### src/rtl/reaction_timer_if.sv
// Game-side bundle between the reaction timer and its neighbours: round
// control and key in, stimulus lamp and BCD result with end strobe out.
interface reaction_timer_if;
  logic        restart;
  logic        key;
  logic        led;
  logic        det_end;
  logic [15:0] ctrl;
  logic        foul;
  logic        timeout;

  modport slave  (input  restart, key, output led, det_end, ctrl, foul, timeout);
  modport master (output restart, key, input  led, det_end, ctrl, foul, timeout);
endinterface

### src/rtl/reaction_timer.sv
// Reaction-test front end: random pre-stimulus delay, millisecond BCD
// reaction count, false-start and timeout detection.
module reaction_timer #(
  parameter int          MS_DIV       = 50000,
  parameter int          MIN_DELAY_MS = 1000,
  parameter int          RAND_BITS    = 12,
  parameter logic [15:0] LFSR_SEED    = 16'hACE1
) (
  input  logic             clk,
  input  logic             rst,
  reaction_timer_if.slave  bus
);
  localparam int PW = (MS_DIV > 1) ? $clog2(MS_DIV) : 1;
  localparam int DW = $clog2(MIN_DELAY_MS + (2 ** RAND_BITS) + 1);
  localparam logic [PW-1:0] PRESC_MAX = PW'(MS_DIV - 1);

  typedef enum logic [2:0] {IDLE, WAIT, GO, DONE, FOUL} state_t;

  state_t          state_q;
  logic            key_q;
  logic [15:0]     lfsr_q, lfsr_d;
  logic [PW-1:0]   presc_q;
  logic [DW-1:0]   dly_q, dly_d;
  logic [15:0]     ctrl_q, ctrl_inc;
  logic            led_q, det_end_q, foul_q, timeout_q;
  logic            press, ms_tick, carry;

  assign press   = bus.key & ~key_q;
  assign ms_tick = (presc_q == PRESC_MAX);
  assign lfsr_d  = {lfsr_q[14:0], lfsr_q[15] ^ lfsr_q[13] ^ lfsr_q[12] ^ lfsr_q[10]};
  assign dly_d   = DW'(MIN_DELAY_MS) + DW'(lfsr_q[RAND_BITS-1:0]);

  // Ripple-carry BCD increment; digits that roll 9->0 pass the carry upward.
  always_comb begin
    ctrl_inc = ctrl_q;
    carry    = 1'b1;
    for (int i = 0; i < 4; i++) begin
      if (carry) begin
        if (ctrl_q[4*i +: 4] == 4'd9) begin
          ctrl_inc[4*i +: 4] = 4'd0;
        end else begin
          ctrl_inc[4*i +: 4] = ctrl_q[4*i +: 4] + 4'd1;
          carry              = 1'b0;
        end
      end
    end
  end

  always_ff @(posedge clk or posedge rst) begin
    if (rst) begin
      state_q   <= IDLE;
      key_q     <= 1'b0;
      lfsr_q    <= LFSR_SEED;
      presc_q   <= '0;
      dly_q     <= '0;
      ctrl_q    <= '0;
      led_q     <= 1'b0;
      det_end_q <= 1'b0;
      foul_q    <= 1'b0;
      timeout_q <= 1'b0;
    end else begin
      key_q     <= bus.key;
      lfsr_q    <= lfsr_d;
      det_end_q <= 1'b0;
      if (bus.restart) begin
        state_q   <= WAIT;
        ctrl_q    <= '0;
        led_q     <= 1'b0;
        foul_q    <= 1'b0;
        timeout_q <= 1'b0;
        presc_q   <= '0;
        dly_q     <= dly_d;
      end else begin
        case (state_q)
          WAIT: begin
            presc_q <= ms_tick ? '0 : presc_q + 1'b1;
            if (ms_tick) dly_q <= dly_q - 1'b1;
            // A press on the final tick still counts as a false start.
            if (press) begin
              state_q   <= FOUL;
              foul_q    <= 1'b1;
              det_end_q <= 1'b1;
            end else if (ms_tick && dly_q == DW'(1)) begin
              state_q <= GO;
              led_q   <= 1'b1;
            end
          end
          GO: begin
            presc_q <= ms_tick ? '0 : presc_q + 1'b1;
            if (press) begin
              state_q   <= DONE;
              led_q     <= 1'b0;
              det_end_q <= 1'b1;
            end else if (ms_tick) begin
              if (ctrl_q == 16'h9999) begin
                state_q   <= DONE;
                led_q     <= 1'b0;
                det_end_q <= 1'b1;
                timeout_q <= 1'b1;
              end else begin
                ctrl_q <= ctrl_inc;
              end
            end
          end
          default: ;
        endcase
      end
    end
  end

  assign bus.led     = led_q;
  assign bus.det_end = det_end_q;
  assign bus.ctrl    = ctrl_q;
  assign bus.foul    = foul_q;
  assign bus.timeout = timeout_q;
endmodule

### src/flat_wrapper.sv
// flat-port wrapper written by rule: the top's interface ports become plain ports
module reaction_timer_flat 
#(
  parameter int          MS_DIV       = 50000,
  parameter int          MIN_DELAY_MS = 1000,
  parameter int          RAND_BITS    = 12,
  parameter logic [15:0] LFSR_SEED    = 16'hACE1
)
  (clk, rst, bus_restart, bus_key, bus_led, bus_det_end, bus_ctrl, bus_foul, bus_timeout);
  reaction_timer_if bus_i ();
  input  logic clk;
  input  logic rst;
  input wire logic [$bits(bus_i.restart)-1:0] bus_restart;
  input wire logic [$bits(bus_i.key)-1:0] bus_key;
  output wire logic [$bits(bus_i.led)-1:0] bus_led;
  output wire logic [$bits(bus_i.det_end)-1:0] bus_det_end;
  output wire logic [$bits(bus_i.ctrl)-1:0] bus_ctrl;
  output wire logic [$bits(bus_i.foul)-1:0] bus_foul;
  output wire logic [$bits(bus_i.timeout)-1:0] bus_timeout;
  assign bus_i.restart = bus_restart;
  assign bus_i.key = bus_key;
  assign bus_led = bus_i.led;
  assign bus_det_end = bus_i.det_end;
  assign bus_ctrl = bus_i.ctrl;
  assign bus_foul = bus_i.foul;
  assign bus_timeout = bus_i.timeout;
  reaction_timer #(.MS_DIV(MS_DIV), .MIN_DELAY_MS(MIN_DELAY_MS), .RAND_BITS(RAND_BITS), .LFSR_SEED(LFSR_SEED)) u_core (.clk(clk), .rst(rst), .bus(bus_i));
endmodule
### config.mk
export PLATFORM = sky130hd
export DESIGN_NAME = reaction_timer_flat
export DESIGN_NICKNAME = d
export VERILOG_FILES = /design/src/rtl/reaction_timer_if.sv /design/src/rtl/reaction_timer.sv /design/src/flat_wrapper.sv
export SDC_FILE = /design/constraint.sdc
export NUM_CORES = 1
export LEC_CHECK = 0
export ABC_AREA = 1
export CAP_MARGIN = 20
export CORE_ASPECT_RATIO = 1.1
export CORE_MARGIN = 3
export CORE_UTILIZATION = 55
export CTS_BUF_LIST = sky130_fd_sc_hd__clkbuf_4 sky130_fd_sc_hd__clkbuf_8
export DETAILED_ROUTE_END_ITERATION = 10
export PLACE_DENSITY = 0.82
export SYNTH_ARGS = -nofsm -noshare
export SYNTH_HDL_FRONTEND = slang
export SYNTH_SLANG_ARGS = --single-unit
### constraint.sdc
create_clock -name clk -period 5.26 [get_ports clk]
set_input_delay 1.052 -clock clk [delete_from_list [all_inputs] [get_ports clk]]
set_output_delay 1.052 -clock clk [all_outputs]
set_load 0.005 [all_outputs]
; ---- Yosys cells after proc, flatten, opt, wreduce, memory -nomap -nowiden
; Index checks and enable logic that the tools add are counted.
[op_classes]
eq_ne = 16
add_sub_neg = 7
bitwise_logic = 5
n_reduce_logical = 21
mux = 51
[ops]
columns = op, count
row1 = $mux W16, 8
row2 = $mux W13, 3
row3 = $eq A16 B16 Y1 const B, 2
row4 = $mux W4, 7
row5 = $mux W1, 24
row6 = $reduce_and A5 Y1, 4
row7 = $mux W3, 6
row8 = $reduce_bool A2 Y1, 9
row9 = $add A16 B1 Y16 const B, 1
row10 = $add A4 B1 Y4 const B, 4
row11 = $eq A4 B4 Y1 const B, 4
row12 = $add A10 B12 Y13 const A, 1
row13 = $eq A13 B1 Y1 const B, 1
row14 = $sub A13 B1 Y13 const B, 1
row15 = $ne A4 B2 Y1 const B, 3
row16 = $reduce_and A4 Y1, 3
row17 = $pmux W3 S2, 1
row18 = $ne A2 B2 Y1 const B, 2
row19 = $pmux W1 S2, 2
row20 = $reduce_and A2 Y1, 2
row21 = $eq A3 B1 Y1 const B, 1
row22 = $eq A3 B2 Y1 const B, 1
row23 = $ne A3 B2 Y1 const B, 1
row24 = $ne A3 B3 Y1 const B, 1
row25 = other kinds (6), 8
[totals]
out_inout_bits = 20
regBits = 69
word_cells = 113

; ---- Longest topological paths before layout
[depth]
depth_word = 10
mapped_depth = 11
ltp_nobuf = 11

; ---- Worst setup path after synthesis
; OpenSTA, ideal clock, no wires.
[synth_timing]
path_kind = input -> register
startpoint = input bus_key
endpoint = register u_core.ctrl_q[4], in the netlist u_core.bus.ctrl[4]
stages = 9
setup_slack_ns = 3.252
n_path_buf = 1
t_arrival_ns = 1.891
path_cell_list = inv_1 nor2_2 inv_1 nor2_1 nor2_1 buf_2 nand3_4 nand2_1 nand2_1
[synth_via]
elab_chain_cells = 3
[synth_rtl]
columns = element, line_no
row1 = start: declaration, flat_wrapper.sv:14  ; input wire logic [$bits(bus_i.key)-1:0] bus_key;
row2 = $and A1 B1 Y1, reaction_timer.sv:28  ; assign press = bus.key & ~key_q;
row3 = $ne A2 B2 Y1 (no source line), --
row4 = $reduce_and A5 Y1 (no source line), --
row5 = end signal: assignment, reaction_timer.sv:101  ; ctrl_q <= ctrl_inc;
row6 = end: declaration, reaction_timer.sv:24  ; logic [15:0] ctrl_q, ctrl_inc;
; No other way between the ends.
; A chain may end at the register's enable or synchronous reset.

; ---- Worst setup path in the final report
[layout_timing]
startpoint = input bus_restart
endpoint = register u_core.ctrl_q[2], in the netlist u_core.bus.ctrl[2]
[layout_via]
elab_chain_cells = 2
word_cells_on_any_way = 6
cone_classes = eq/ne (2) / mux (1) / reduce/logical (3)
[layout_rtl]
columns = element, line_no
row1 = start: declaration, flat_wrapper.sv:13  ; input wire logic [$bits(bus_i.restart)-1:0] bus_restart;
row2 = $ne A2 B2 Y1 (no source line) or $reduce_bool A2 Y1 (tied branches), --
row3 = $reduce_and A4 Y1 (no source line), --
; Several ways; a longest one is shown, not always the timed one.

==> results.md <==
- Result of the run: finished clean
- Top cell family by delay on the critical path: simple AND/OR/NAND/NOR gates
- Area inside the core boundary: 7050 um2
- PostCTS Resize Cnt: 0
- Post-route DRC: 0
- Gate Count Post-Synth: 505
- Number of antenna violations at the first check in global routing: 0
- Number of buffers added for setup after CTS: 0
- Reg-to-reg endpoint: u_core.bus.ctrl[2]
- Wirelength per Cell: 13.2 um
- Crit path largest cell delay: 730 ps
- Signal arrival time at the worst endpoint: around 3500 ps
- Final-report max-slew violation count: 0
- Startpoint type of the worst setup path: input pin
- Routed Antenna Nets: 0
- Area of the die: roughly 8300 um2
- Remaining global-route overflow: 0
- Initial detailed-routing violation count: 215
- Final standard cell utilization of the core: 64.2%
- Final Cycle Share: a little over three fifths
- Distinct cell type count of the synthesized netlist: 39
- Final layout net count: 547
- Warnings, synthesis: 0
- Total power divided by cell area: 359 nW/um2
- Wirelength, routed: 8.19 mm
- Maximum operating frequency: 0.303 GHz
- Total clock sinks: 69
- Total number of vias: 3,340
- Inserted Diodes: 0
- Static leakage: roughly 0.0021 uW
- Most used cells in the layout excluding fill and tap cells: 117 x nand2_1, 61 x dfrtp_1, 58 x nor2_1
- Slack of the worst reg-to-reg path: 3130 ps
- Hold wc startpoint: u_core.lfsr_q[14]
- Synthesis-stage register bit count: 69
- Htree depth: 3
- Die Ht: 95.5 um
- Reg2reg start: u_core.state_q[2]
- Critical path class: in -> reg
- Via count of the first global-routing pass: 3,155
- Slowest library cell on the worst path: nor2_1
- Number of cell rows: 32
- Cell at the root of the clock tree: clkbuf_8
- Number of buffers between clock root and the deepest sink: 2
- Detail Placement HPWL: 5.87 mm
- Endpoint of the worst hold path: u_core.lfsr_q[15]
- Category of the worst setup path capture point: register
- Max_slew headroom: 35.1%
- Pin count of the biggest net entering global routing: 44
- DR vias/cell: 5.38
- Most frequent standard cell in the layout excluding fill and tap cells: nand2_1
- Class of the worst hold path: reg -> reg
- Wire length of the first global-routing pass: around 14 mm
- Clock Pin Slew Worst Setup and Hold Paths: 70 ps
- Post-Syn Nets: 521
- Effective utilization at floorplan: 56.8%
- Count of cells along the worst register-to-register path: 8
- Horizontal die dimension: 87.4 um
- Mapped Avg Cell Area: slightly below 8 um2
- Worst VDD drop: 248 uV
- Total of buffers placed on input and output ports: 23
- Actual transition at the worst max-transition pin: just under 1000 ps
- Min Tclk post-route: 3300 ps
- Series of cell instances along the critical path: clkdlybuf4s50_1 > buf_4 > inv_2 > nand2_4 > inv_2 > nor2_1 > nand2_2 > nand2_1 > o21ai_1
- Boundary Pins: 24
- Critical Path Most Common Cell: inv_2
- GPL Wtd Cong: about 0.94
- 1st-pass router iterations: 5
- Proportion of synthesized chip area in sequential cells: 43.4%
- Final hold vios: 0
- Synth-to-Final Area Change: 12.9%
- Critical path data required time: 5490 ps
- Number of buffers created by CTS: 9
- Number of setup violations in the final report: 0
- Number of hold-repair buffers added at the cts stage: 0
- Setup total negative slack: 0 ps
- Max Cap Viol: 0
- Unrepaired setup endpoints after global routing: false
- Hold-critical path depth: 0
- Worst path buffer plus inverter count: 4
- Critical Path Fanout Max: 33
- Fraction of final layout cells sized beyond drive strength 1: between 10% and 20%
- Worst setup skew after layout: 10.3 ps
- TritonCTS clock tree: built
- Overall Global Routing Usage: 21.2%
- Launch point of the critical path: bus_restart
- Insertion delay to the later sink of the worst-skew pair: 350 ps
- Mapped Area: 4010 um2
## worst register-to-register path, delay by kind of cell (launching register included)
family / cells / cell delay, ps
AOI/OAI and AO/OA: 1 / 80
buffers and inverters: 2 / 140
and+or+nand+nor: 5 / 1380
DFF: 1 / 430
## how the worst max path moves through the flow
stage                         end  slack [ps]  depth (start not counted)
6_report       u_core.bus.ctrl[2]        1960                          9
3_3_place_gp   u_core.bus.ctrl[2]        1750                          9
4_1_cts        u_core.bus.ctrl[2]        1960                          9
2_1_floorplan  u_core.bus.ctrl[0]        2480                          1
3_5_place_dp   u_core.bus.ctrl[2]        1600                          9
5_1_grt        u_core.bus.ctrl[2]        1800                          9
## stage by stage
stage          power [uW]  cell area (um2)  hold WS (ps)  std cells  setup slack (ps)
2_1_floorplan         964             4010           333        505              2480
3_3_place_gp         1090             4280           342        605              1750
3_5_place_dp         1110             4280           345        605              1600
4_1_cts              1640             4520           357        621              1960
5_1_grt              1730             4520           370        621              1800
6_report             1630             4520           360        621              1960
## cell type report
type | instances | area, um2
clock buffers | 10 | 131
inverters | 60 | 228
clock inverters | 6 | 111
fillers | 576 | 2520
well taps | 85 | 106
multi-input cells | 366 | 1960
flip-flops and latches | 69 | 1740
repair buffers | 25 | 245
## metal layers
metal  vias up  global-route usage, %  wire (um)
met1      1570                   28.1       3900
met4         0                   8.95        154
li1       1698                      -          -
met5         -                      0          0
met2        60                   33.1       3810
met3        12                   5.36        329
## cell families after synthesis
logic type / share of synthesized area [%]
compound gates: 7.72
xor+xnor: 3.72
fa+ha+maj: 3.75
buf+inv: 7.59
flops: 43.4
simple gates: 33.9
## registers in the layout (all words and copies together) (netlist names)
signal / cells
u_core.lfsr_q: 16
u_core.key_q: 1
u_core.state_q: 3
u_core.bus.det_end: 1
u_core.presc_q: 16
u_core.bus.led: 1
u_core.dly_q: 13
u_core.bus.timeout: 1
u_core.bus.ctrl: 16
u_core.bus.foul: 1
## synthesized netlist by cell type, drive strengths merged
cell type	instances	share of area [%]
o21a	1	0.19
or2	7	1.1
dfstp	8	5.2
nand3	49	7.0
dfrtp	61	38
nand2	127	13
inv	60	5.7
o211ai	2	0.37
nor3b	2	0.50
a31oi	6	0.94
buf	9	1.8
clkbuf	1	0.094
xnor2	6	1.3
xor2	11	2.4
nand4	19	3.0
and2	1	0.16
nor2	68	7.8
ha	12	3.7
o21ai	28	3.8
o21bai	1	0.19
a21oi	18	2.2
nor3	8	1.4
## power breakdown
group	internal [uW]	switching (uW)	total (uW)
clock	320	205	526
sequential	598	82.8	681
combinational	183	236	419
Power figures use the tool's default switching activity.
